[src/rtl/pp_combine_pipe_if.sv]
// Handshake and payload bundle for pp_combine_pipe: partial-product input beat and combined result.
interface pp_combine_pipe_if #(
    parameter int unsigned HALF_W = 8,
    parameter int unsigned TAG_W  = 4
);
    logic                  in_valid;
    logic                  in_ready;
    logic                  in_approx;
    logic [TAG_W-1:0]      in_tag;
    logic [2*HALF_W-1:0]   ll;
    logic [2*HALF_W-1:0]   lh;
    logic [2*HALF_W-1:0]   hl;
    logic [2*HALF_W-1:0]   hh;
    logic                  out_valid;
    logic                  out_ready;
    logic [TAG_W-1:0]      out_tag;
    logic [4*HALF_W-1:0]   result;

    // Environment side: produces partial products, consumes results.
    modport master (
        output in_valid, in_approx, in_tag, ll, lh, hl, hh, out_ready,
        input  in_ready, out_valid, out_tag, result
    );

    // Combiner side.
    modport slave (
        input  in_valid, in_approx, in_tag, ll, lh, hl, hh, out_ready,
        output in_ready, out_valid, out_tag, result
    );
endinterface

[src/rtl/pp_combine_pipe.sv]
// Two-stage pipelined combiner of four HALF_W x HALF_W partial products into a 4*HALF_W product,
// with valid/ready backpressure and per-beat exact/approximate mode.
module pp_combine_pipe #(
    parameter int unsigned HALF_W   = 8,
    parameter int unsigned APPROX_K = 4,
    parameter int unsigned TAG_W    = 4
) (
    input  logic             clk,
    input  logic             rst_n,
    pp_combine_pipe_if.slave bus
);
    localparam int unsigned PW = 2 * HALF_W;
    localparam int unsigned RW = 4 * HALF_W;
    localparam int unsigned MW = PW + 2;

    // One spare bit lets APPROX_K == PW clear every bit of the operand.
    localparam logic [PW:0]   KeepWide = {(PW + 1){1'b1}} << APPROX_K;
    localparam logic [PW-1:0] KeepMask = KeepWide[PW-1:0];

    if (APPROX_K > 2 * HALF_W || HALF_W < 2) begin : g_bad_params
        $error("pp_combine_pipe: illegal HALF_W/APPROX_K combination");
    end

    logic                  advance;
    logic [PW-1:0]         lh_m;
    logic [PW-1:0]         hl_m;
    logic [MW-1:0]         m_d;
    logic [RW-1:0]         result_d;

    logic                  s1_valid_q;
    logic [HALF_W-1:0]     s1_ll_lo_q;
    logic [MW-1:0]         s1_m_q;
    logic [PW-1:0]         s1_hh_q;
    logic [TAG_W-1:0]      s1_tag_q;

    logic                  out_valid_q;
    logic [RW-1:0]         result_q;
    logic [TAG_W-1:0]      out_tag_q;

    assign advance      = !out_valid_q || bus.out_ready;
    assign bus.in_ready = advance;

    always_comb begin
        lh_m = bus.lh;
        hl_m = bus.hl;
        if (bus.in_approx) begin
            lh_m = bus.lh & KeepMask;
            hl_m = bus.hl & KeepMask;
        end
        m_d = MW'(bus.ll[PW-1:HALF_W]) + MW'(lh_m) + MW'(hl_m);
    end

    always_comb begin
        result_d = {s1_hh_q, {PW{1'b0}}} + RW'({s1_m_q, {HALF_W{1'b0}}}) + RW'(s1_ll_lo_q);
    end

    // Whole pipe moves together; a bubble in stage 1 becomes a bubble at the output.
    always_ff @(posedge clk or negedge rst_n) begin
        if (!rst_n) begin
            s1_valid_q  <= 1'b0;
            s1_ll_lo_q  <= '0;
            s1_m_q      <= '0;
            s1_hh_q     <= '0;
            s1_tag_q    <= '0;
            out_valid_q <= 1'b0;
            result_q    <= '0;
            out_tag_q   <= '0;
        end else if (advance) begin
            s1_valid_q  <= bus.in_valid;
            out_valid_q <= s1_valid_q;
            if (bus.in_valid) begin
                s1_ll_lo_q <= bus.ll[HALF_W-1:0];
                s1_m_q     <= m_d;
                s1_hh_q    <= bus.hh;
                s1_tag_q   <= bus.in_tag;
            end
            if (s1_valid_q) begin
                result_q  <= result_d;
                out_tag_q <= s1_tag_q;
            end
        end
    end

    assign bus.out_valid = out_valid_q;
    assign bus.result    = result_q;
    assign bus.out_tag   = out_tag_q;

endmodule

[src/flat_wrapper.sv]
// flat-port wrapper written by rule: the top's interface ports become plain ports
module pp_combine_pipe_flat 
#(
    parameter int unsigned HALF_W   = 8,
    parameter int unsigned APPROX_K = 4,
    parameter int unsigned TAG_W    = 4
)
  (clk, rst_n, bus_in_valid, bus_in_approx, bus_in_tag, bus_ll, bus_lh, bus_hl, bus_hh, bus_out_ready, bus_in_ready, bus_out_valid, bus_out_tag, bus_result);
  pp_combine_pipe_if #(.HALF_W(HALF_W), .TAG_W(TAG_W)) bus_i ();
  input  logic clk;
  input  logic rst_n;
  input wire logic [$bits(bus_i.in_valid)-1:0] bus_in_valid;
  input wire logic [$bits(bus_i.in_approx)-1:0] bus_in_approx;
  input wire logic [$bits(bus_i.in_tag)-1:0] bus_in_tag;
  input wire logic [$bits(bus_i.ll)-1:0] bus_ll;
  input wire logic [$bits(bus_i.lh)-1:0] bus_lh;
  input wire logic [$bits(bus_i.hl)-1:0] bus_hl;
  input wire logic [$bits(bus_i.hh)-1:0] bus_hh;
  input wire logic [$bits(bus_i.out_ready)-1:0] bus_out_ready;
  output wire logic [$bits(bus_i.in_ready)-1:0] bus_in_ready;
  output wire logic [$bits(bus_i.out_valid)-1:0] bus_out_valid;
  output wire logic [$bits(bus_i.out_tag)-1:0] bus_out_tag;
  output wire logic [$bits(bus_i.result)-1:0] bus_result;
  assign bus_i.in_valid = bus_in_valid;
  assign bus_i.in_approx = bus_in_approx;
  assign bus_i.in_tag = bus_in_tag;
  assign bus_i.ll = bus_ll;
  assign bus_i.lh = bus_lh;
  assign bus_i.hl = bus_hl;
  assign bus_i.hh = bus_hh;
  assign bus_i.out_ready = bus_out_ready;
  assign bus_in_ready = bus_i.in_ready;
  assign bus_out_valid = bus_i.out_valid;
  assign bus_out_tag = bus_i.out_tag;
  assign bus_result = bus_i.result;
  pp_combine_pipe #(.HALF_W(HALF_W), .APPROX_K(APPROX_K), .TAG_W(TAG_W)) u_core (.clk(clk), .rst_n(rst_n), .bus(bus_i));
endmodule
[config.mk]
export PLATFORM = sky130hd
export DESIGN_NAME = pp_combine_pipe_flat
export DESIGN_NICKNAME = d
export VERILOG_FILES = /design/src/rtl/pp_combine_pipe_if.sv /design/src/rtl/pp_combine_pipe.sv /design/src/flat_wrapper.sv
export SDC_FILE = /design/constraint.sdc
export NUM_CORES = 1
export LEC_CHECK = 0
export ABC_AREA = 1
export BUFFER_PORTS_ARGS = -buffer_cell sky130_fd_sc_hd__buf_2
export CORE_AREA = 3 3 96 98
export CTS_BUF_LIST = sky130_fd_sc_hd__clkbuf_8
export DETAILED_ROUTE_END_ITERATION = 10
export DIE_AREA = 0 0 99 101
export GPL_ROUTABILITY_DRIVEN = 0
export PLACE_DENSITY_LB_ADDON = 0.1
export SYNTH_ARGS = -nofsm -noshare
export SYNTH_HDL_FRONTEND = slang
export SYNTH_SLANG_ARGS = --single-unit
[constraint.sdc]
create_clock -name clk -period 4.7 [get_ports clk]
set_input_delay 0 -clock clk [delete_from_list [all_inputs] [get_ports clk]]
set_output_delay 0 -clock clk [all_outputs]
set_load 0.05 [all_outputs]
==> results of run 1 <==
==> area by class of cell <==
class                   count  area (um2)  share of cell area, %
inverters                  84         315                   5.06
clock inverters             6        73.8                   1.19
repair buffers            140         853                   13.7
flip-flops and latches     84        2100                   33.8
clock buffers              10         138                   2.21
multi-input cells         497        2610                   41.9
well taps                 108         135                   2.17
==> tightest hold or removal path, stage by stage <==
cell and delay (ns):
buf_2 0.09, inv_1 0.06, fa_1 0.15, o21ai_0 0.07
==> per-stage QoR <==
| step | utilization, % | area [um2] | hold slack [ns] | cells | power [mW] |
|---|---|---|---|---|---|
| floorplan | - | 5110 | -0.296 | 681 | 2.03 |
| global placement | 66.8 | 5710 | 0.196 | 883 | 2.32 |
| detailed placement | 66.8 | 5710 | 0.198 | 883 | 2.35 |
| CTS | 72.8 | 6230 | 0.0624 | 929 | 2.90 |
| global route | 72.8 | 6230 | 0.0854 | 929 | 3.08 |
| finish | 72.8 | 6230 | 0.0622 | 929 | 2.88 |
==> sequential cells by signal (all words and copies together), names as in the netlist <==
| register | cells |
|---|---|
| u_core.s1_hh_q | 16 |
| u_core.s1_tag_q | 4 |
| u_core.s1_valid_q | 1 |
| u_core.bus.out_valid | 1 |
| u_core.s1_m_q | 18 |
| u_core.bus.out_tag | 4 |
| u_core.s1_ll_lo_q | 8 |
| u_core.bus.result | 32 |
==> path summary, 6_finish.rpt <==
check                                       from                     to  slack [ns]  cells after the start
max                         u_core.bus.out_valid       u_core.s1_m_q[7]        2.45                      7
min                                    bus_ll[8]       u_core.s1_m_q[0]        0.06                      4
max reg2reg                 u_core.bus.out_valid       u_core.s1_m_q[7]        2.45                      7
min reg2reg                u_core.bus.out_tag[3]  u_core.bus.out_tag[3]        0.47                      2
max in group asynchronous                  rst_n      u_core.s1_hh_q[2]        3.67                      2
min in group asynchronous                  rst_n  u_core.bus.out_tag[0]        0.35                      2
==> logic make-up after synthesis <==
family          after synthesis
fa+ha+maj                    43
flops                        84
xor+xnor                      7
simple gates                397
compound gates               50
buf+inv                     100
==> power by group through the flow <==
| stage | registers, mW | clock network, mW | logic, mW |
|---|---|---|---|
| floorplan | 1.44 | 0 | 0.591 |
| global placement | 1.03 | 0 | 1.28 |
| detailed placement | 1.04 | 0 | 1.31 |
| CTS | 1.03 | 0.537 | 1.33 |
| global route | 1.05 | 0.563 | 1.46 |
| finish | 1.03 | 0.527 | 1.33 |
==> layer usage <==
metal	up-vias	share of wire, %	GRT usage, %
met5	-	0	0
met4	0	2.3	9.56
met3	24	4.9	3.32
met2	123	51	41.7
met1	2138	42	29.2
li1	2389	-	-
==> placed cells by master, fill, tap and decap left out, drive strengths merged <==
| cell | count |
|---|---|
| nor3 | 7 |
| a21oi | 15 |
| dfrtp | 84 |
| a211oi | 1 |
| nand3 | 41 |
| a21o | 1 |
| nand4 | 5 |
| dlygate4sd3 | 30 |
| xnor2 | 6 |
| bufinv | 1 |
| inv | 83 |
| and2 | 4 |
| nand2 | 304 |
| or2 | 6 |
| buf | 110 |
| o21ai | 33 |
| clkinv | 6 |
| xor2 | 1 |
| ha | 33 |
| fa | 10 |
| nand3b | 4 |
| clkbuf | 10 |
| nor2 | 26 |
==> flow_summary.ini, run 1 <==
[power]
switching_share_pct = 45.6
switchingPower_mw = 1.32
vdd_drop_max_uv = 230
p_int_mw = 1.57
p_per_area_nw_per_um2 = 463
p_comb_share_pct = 46.1
power.leakage_nw = 3.58
power_frac_seq_pct = 35.7
clockPowerShare_pct = 18.3

[synthesis]
yosys.area_share.simple_pct = 32.8
synth_area_leader_cell = dfrtp_1
synthAdderAreaFrac_pct = 12.0
synthCells = 681
synth_area_um2 = 5110
ys_ff_latch = 84
synthXorXnorAreaFrac_pct = 1.20
synth.area.mux_share_pct = 0
synth_fp_nets = 797
synth.area.top_cells = dfrtp_1, nand2_1, ha_1
synthDistinctLibCells = 33
synth_seq_area_share_pct = 41.1
synth.avg_cell_area_um2 = 7.51
yosys-top-cells-count = nand2_1, dfrtp_1, inv_1, nand3_1, ha_1
synth_compound_area_share_pct = 5.07
synth_flop_cell = dfrtp_1
synth_top_area_share_pct = 41.1
synth_top_family_by_area = simple AND/OR/NAND/NOR gates
yosysWarningCount = 0
synth_most_common_cell = nand2_1
async_flop_share_pct = 100
synth_enable_flop_cells = 0

[clocking]
clk_latency_ns = 0.36
cts-root-buf = clkbuf_8
clk_pin_slew_ns = 0.09
cts_resized = 0
cts_hold_buf = 30
cts_tree = built
clock-sinks = 84
post_cts_buffers = 0
cts_htree_levels = 3
cts_buffer_depth = 2
cts_buffers = 9

[worst_setup_path]
worstPathArrival_ns = 2.52
cp_max_fo = 54
critPathMaxStageDelay_ns = 0.87
setup.worst_path.class = flop to flop
start_kind = flop
cp_slowest_cell = inv_2
path_delay_family = buffers and inverters
path_buf_inv = 3
crit_path_frequent_cell = inv_2
required_ns = 4.97
crit_path_end_kind = flop
path_cells = inv_1 -> nor2_4 -> inv_2 -> nand2_2 -> inv_2 -> nand3_1 -> o21ai_1

[sta]
hold_viol = 0
setup_violations = 0
fin_setup_tns_ns = 0
fin_crit_ns = 2.25
skew_ns = 0.0141
rsz0062_at_grt = false
finalCritPeriodShare_pct = 48.0
maxSlewHeadroom_pct = 30.9
fmax_ghz = 0.443
finalMaxSlewViolations = 0
layout_setup_ws_ns = 2.45
worst_pin_slew_ns = 1.04

[cells_and_area]
drive_above_1_share_pct = 19.1
syn_to_final_growth_pct = 21.8
nFillCells = 686
antenna_cells = 0
nets = 932

[detailed_routing]
vias = 4674
wl_per_cell_um = 12.2
drc = 0
drt_iter0_markers = 242
drtPass1Iterations = 5
routed_wl_mm = 11.3
vias_per_cell = 5.03
ant_nets = 0

[global_routing]
grt_pass1_wl_mm = 19.6
overflow = 0
track_usage_pct = 23.7
antenna_found_initial = 0
grt_max_degree = 85
grt_pass1_vias = 4592

[placed_design]
placement.setup.worst_slack_ns = 2.39
hpwlAfterDp_mm = 8.20
io_buffer_count = 110

[hold_path]
hold_path_class = input pin to flop

[floorplan]
start_util_pct = 59.8
num_io_pins = 111
row_count = 34
die_w_um = 99
die_height_um = 101
die-area_um2 = 10000
core_um2 = 8550

[job]
drv_cap = 0

[outcome]
status = finished clean
Note: power is estimated with default switching activity, not from simulation.
==> run 2, diff against run 1 <==
CORE_AREA = 3 3 99 101   (was 3 3 96 98)
DIE_AREA = 0 0 102 104   (was 0 0 99 101)
clock period = 2.1 ns   (was 4.7 ns; I/O delays follow)
==> flow_summary.ini, run 2 (synthesis results as in run 1) <==
[placed_design]
place_area_um2 = 5810
placement.setup.worst_slack_ns = -0.101
hpwlAfterDp_mm = 8.47
io_buffer_count = 110
placedCellCount = 895

[cells_and_area]
layout_commonest_cell = nand2_1
most-common-layout-cells = nand2_1, buf_2, dfrtp_1
antenna_cells = 0
syn_to_final_growth_pct = 23.4
final_util_pct = 69.3
stdcell_area_um2 = 6310
instances_no_fill = 941
drive_above_1_share_pct = 19.9
largest_reg_flops = 32
nets = 941

[clocking]
cts_buffer_depth = 2
clk_pin_slew_ns = 0.09
post_cts_buffers = 0
cts_tree = built
cts_htree_levels = 3
clk_latency_ns = 0.36
cts_buffers = 9
clock-sinks = 84
cts_resized = 0
cts-root-buf = clkbuf_8

[sta]
maxSlewHeadroom_pct = 53.0
finalMaxSlewViolations = 0
fmax_ghz = 0.527
skew_ns = 0.0137
worst_pin_slew_ns = 0.704
fin_crit_ns = 1.90
setup_violations = 0
layout_setup_ws_ns = 0.203
finalCritPeriodShare_pct = 90.3
rsz0062_at_grt = false
hold_viol = 0

[floorplan]
die-area_um2 = 10600
row_count = 35
num_io_pins = 111
start_util_pct = 56.1
die_w_um = 102
die_height_um = 104
core_um2 = 9110

[worst_setup_path]
start_kind = flop
required_ns = 2.35
setup.worst_path.class = flop to flop
crit_path_end_kind = flop
worstPathArrival_ns = 2.15
cp_max_fo = 4

[power]
power.leakage_nw = 3.62
switching_share_pct = 45.9
p_int_mw = 3.50
p_per_area_nw_per_um2 = 1020
switchingPower_mw = 2.96
p_comb_share_pct = 46.6
power_frac_seq_pct = 35.7
report.power.total_mw = 6.46
clockPowerShare_pct = 17.7
vdd_drop_max_uv = 510

[detailed_routing]
vias_per_cell = 4.94
drt_iter0_markers = 291
drtPass1Iterations = 5
drc = 0
ant_nets = 0
vias = 4644
routed_wl_mm = 11.4
wl_per_cell_um = 12.2

[hold_path]
hold_path_class = input pin to flop

[job]
drv_cap = 0

[global_routing]
overflow = 0
antenna_found_initial = 0
grt_pass1_vias = 4617
grt_max_degree = 85
grt_pass1_wl_mm = 19.9
track_usage_pct = 22.8

[outcome]
status = finished clean
[run 2: cell types whose count changed in the layout (fill, tap and decap cells not counted)]
| cell | delta |
|---|---|
| clkbuf_8 | -1 |
| clkinv_4 | -4 |
| buf_4 | +7 |
| clkinvlp_4 | +2 |
| buf_12 | +2 |
| inv_1 | +1 |
| inv_6 | +2 |
[run 2: repair_timing]
item / CTS / global route
hold endpoints to repair: 114 / 0
setup endpoints to repair: 0 / 0
hold buffers: 30 / 0
[run 2: per-layer routing]
layer,up-vias,share of wire (%),wire (um),track usage (%)
met5,-,0,0,0
met4,0,2.0,232,7.12
met3,18,4.4,507,3.96
met2,136,51,5810,40.7
met1,2089,43,4890,27.7
li1,2401,-,-,-
[run 2: power by group through the flow]
stage | sequential [mW] | clock [mW] | combinational [mW]
CTS | 2.30 | 1.17 | 3.03
detailed placement | 2.33 | 0 | 2.97
global route | 2.36 | 1.23 | 3.34
global placement | 2.32 | 0 | 2.91
finish | 2.31 | 1.14 | 3.01
floorplan | 3.22 | 0 | 1.32
[run 2: critical path: stages (launching register included)]
cell	delay (ns)
dfrtp_1	0.36
ha_1	0.23
inv_1	0.07
fa_1	0.39
inv_1	0.09
nand4_1	0.10
nand2_1	0.17
nand2_1	0.11
nand2_1	0.08
nand2_1	0.05
nand3_1	0.08
nand2_1	0.06
[run 2: final cells by class]
cell class | count | area (um2)
clock inverter | 7 | 75.1
timing repair buffer | 149 | 946
sequential | 84 | 2100
inverter | 84 | 315
clock buffer | 9 | 124
tap | 111 | 139
multi-input combinational | 497 | 2610
fill | 789 | 2800
[run 2: path summary, 6_finish.rpt]
check                           slack, ns                    end                   from  cells after the start
worst max-delay path                 0.20  u_core.bus.result[26]      u_core.s1_hh_q[0]                     11
worst min-delay path                 0.06       u_core.s1_m_q[0]              bus_lh[0]                      4
worst max register to register       0.20  u_core.bus.result[26]      u_core.s1_hh_q[0]                     11
worst min register to register       0.47  u_core.bus.out_tag[3]  u_core.bus.out_tag[3]                      2
max in group asynchronous            1.55       u_core.s1_m_q[9]                  rst_n                      3
min in group asynchronous            0.18  u_core.bus.out_tag[1]                  rst_n                      3
[run 2: metrics by stage]
step / hold slack, ns / TNS [ns]
floorplan: -0.296 / 0
global placement: 0.0613 / -0.0872
detailed placement: 0.0651 / -0.432
CTS: 0.0538 / 0
global route: 0.103 / 0
finish: 0.0609 / 0
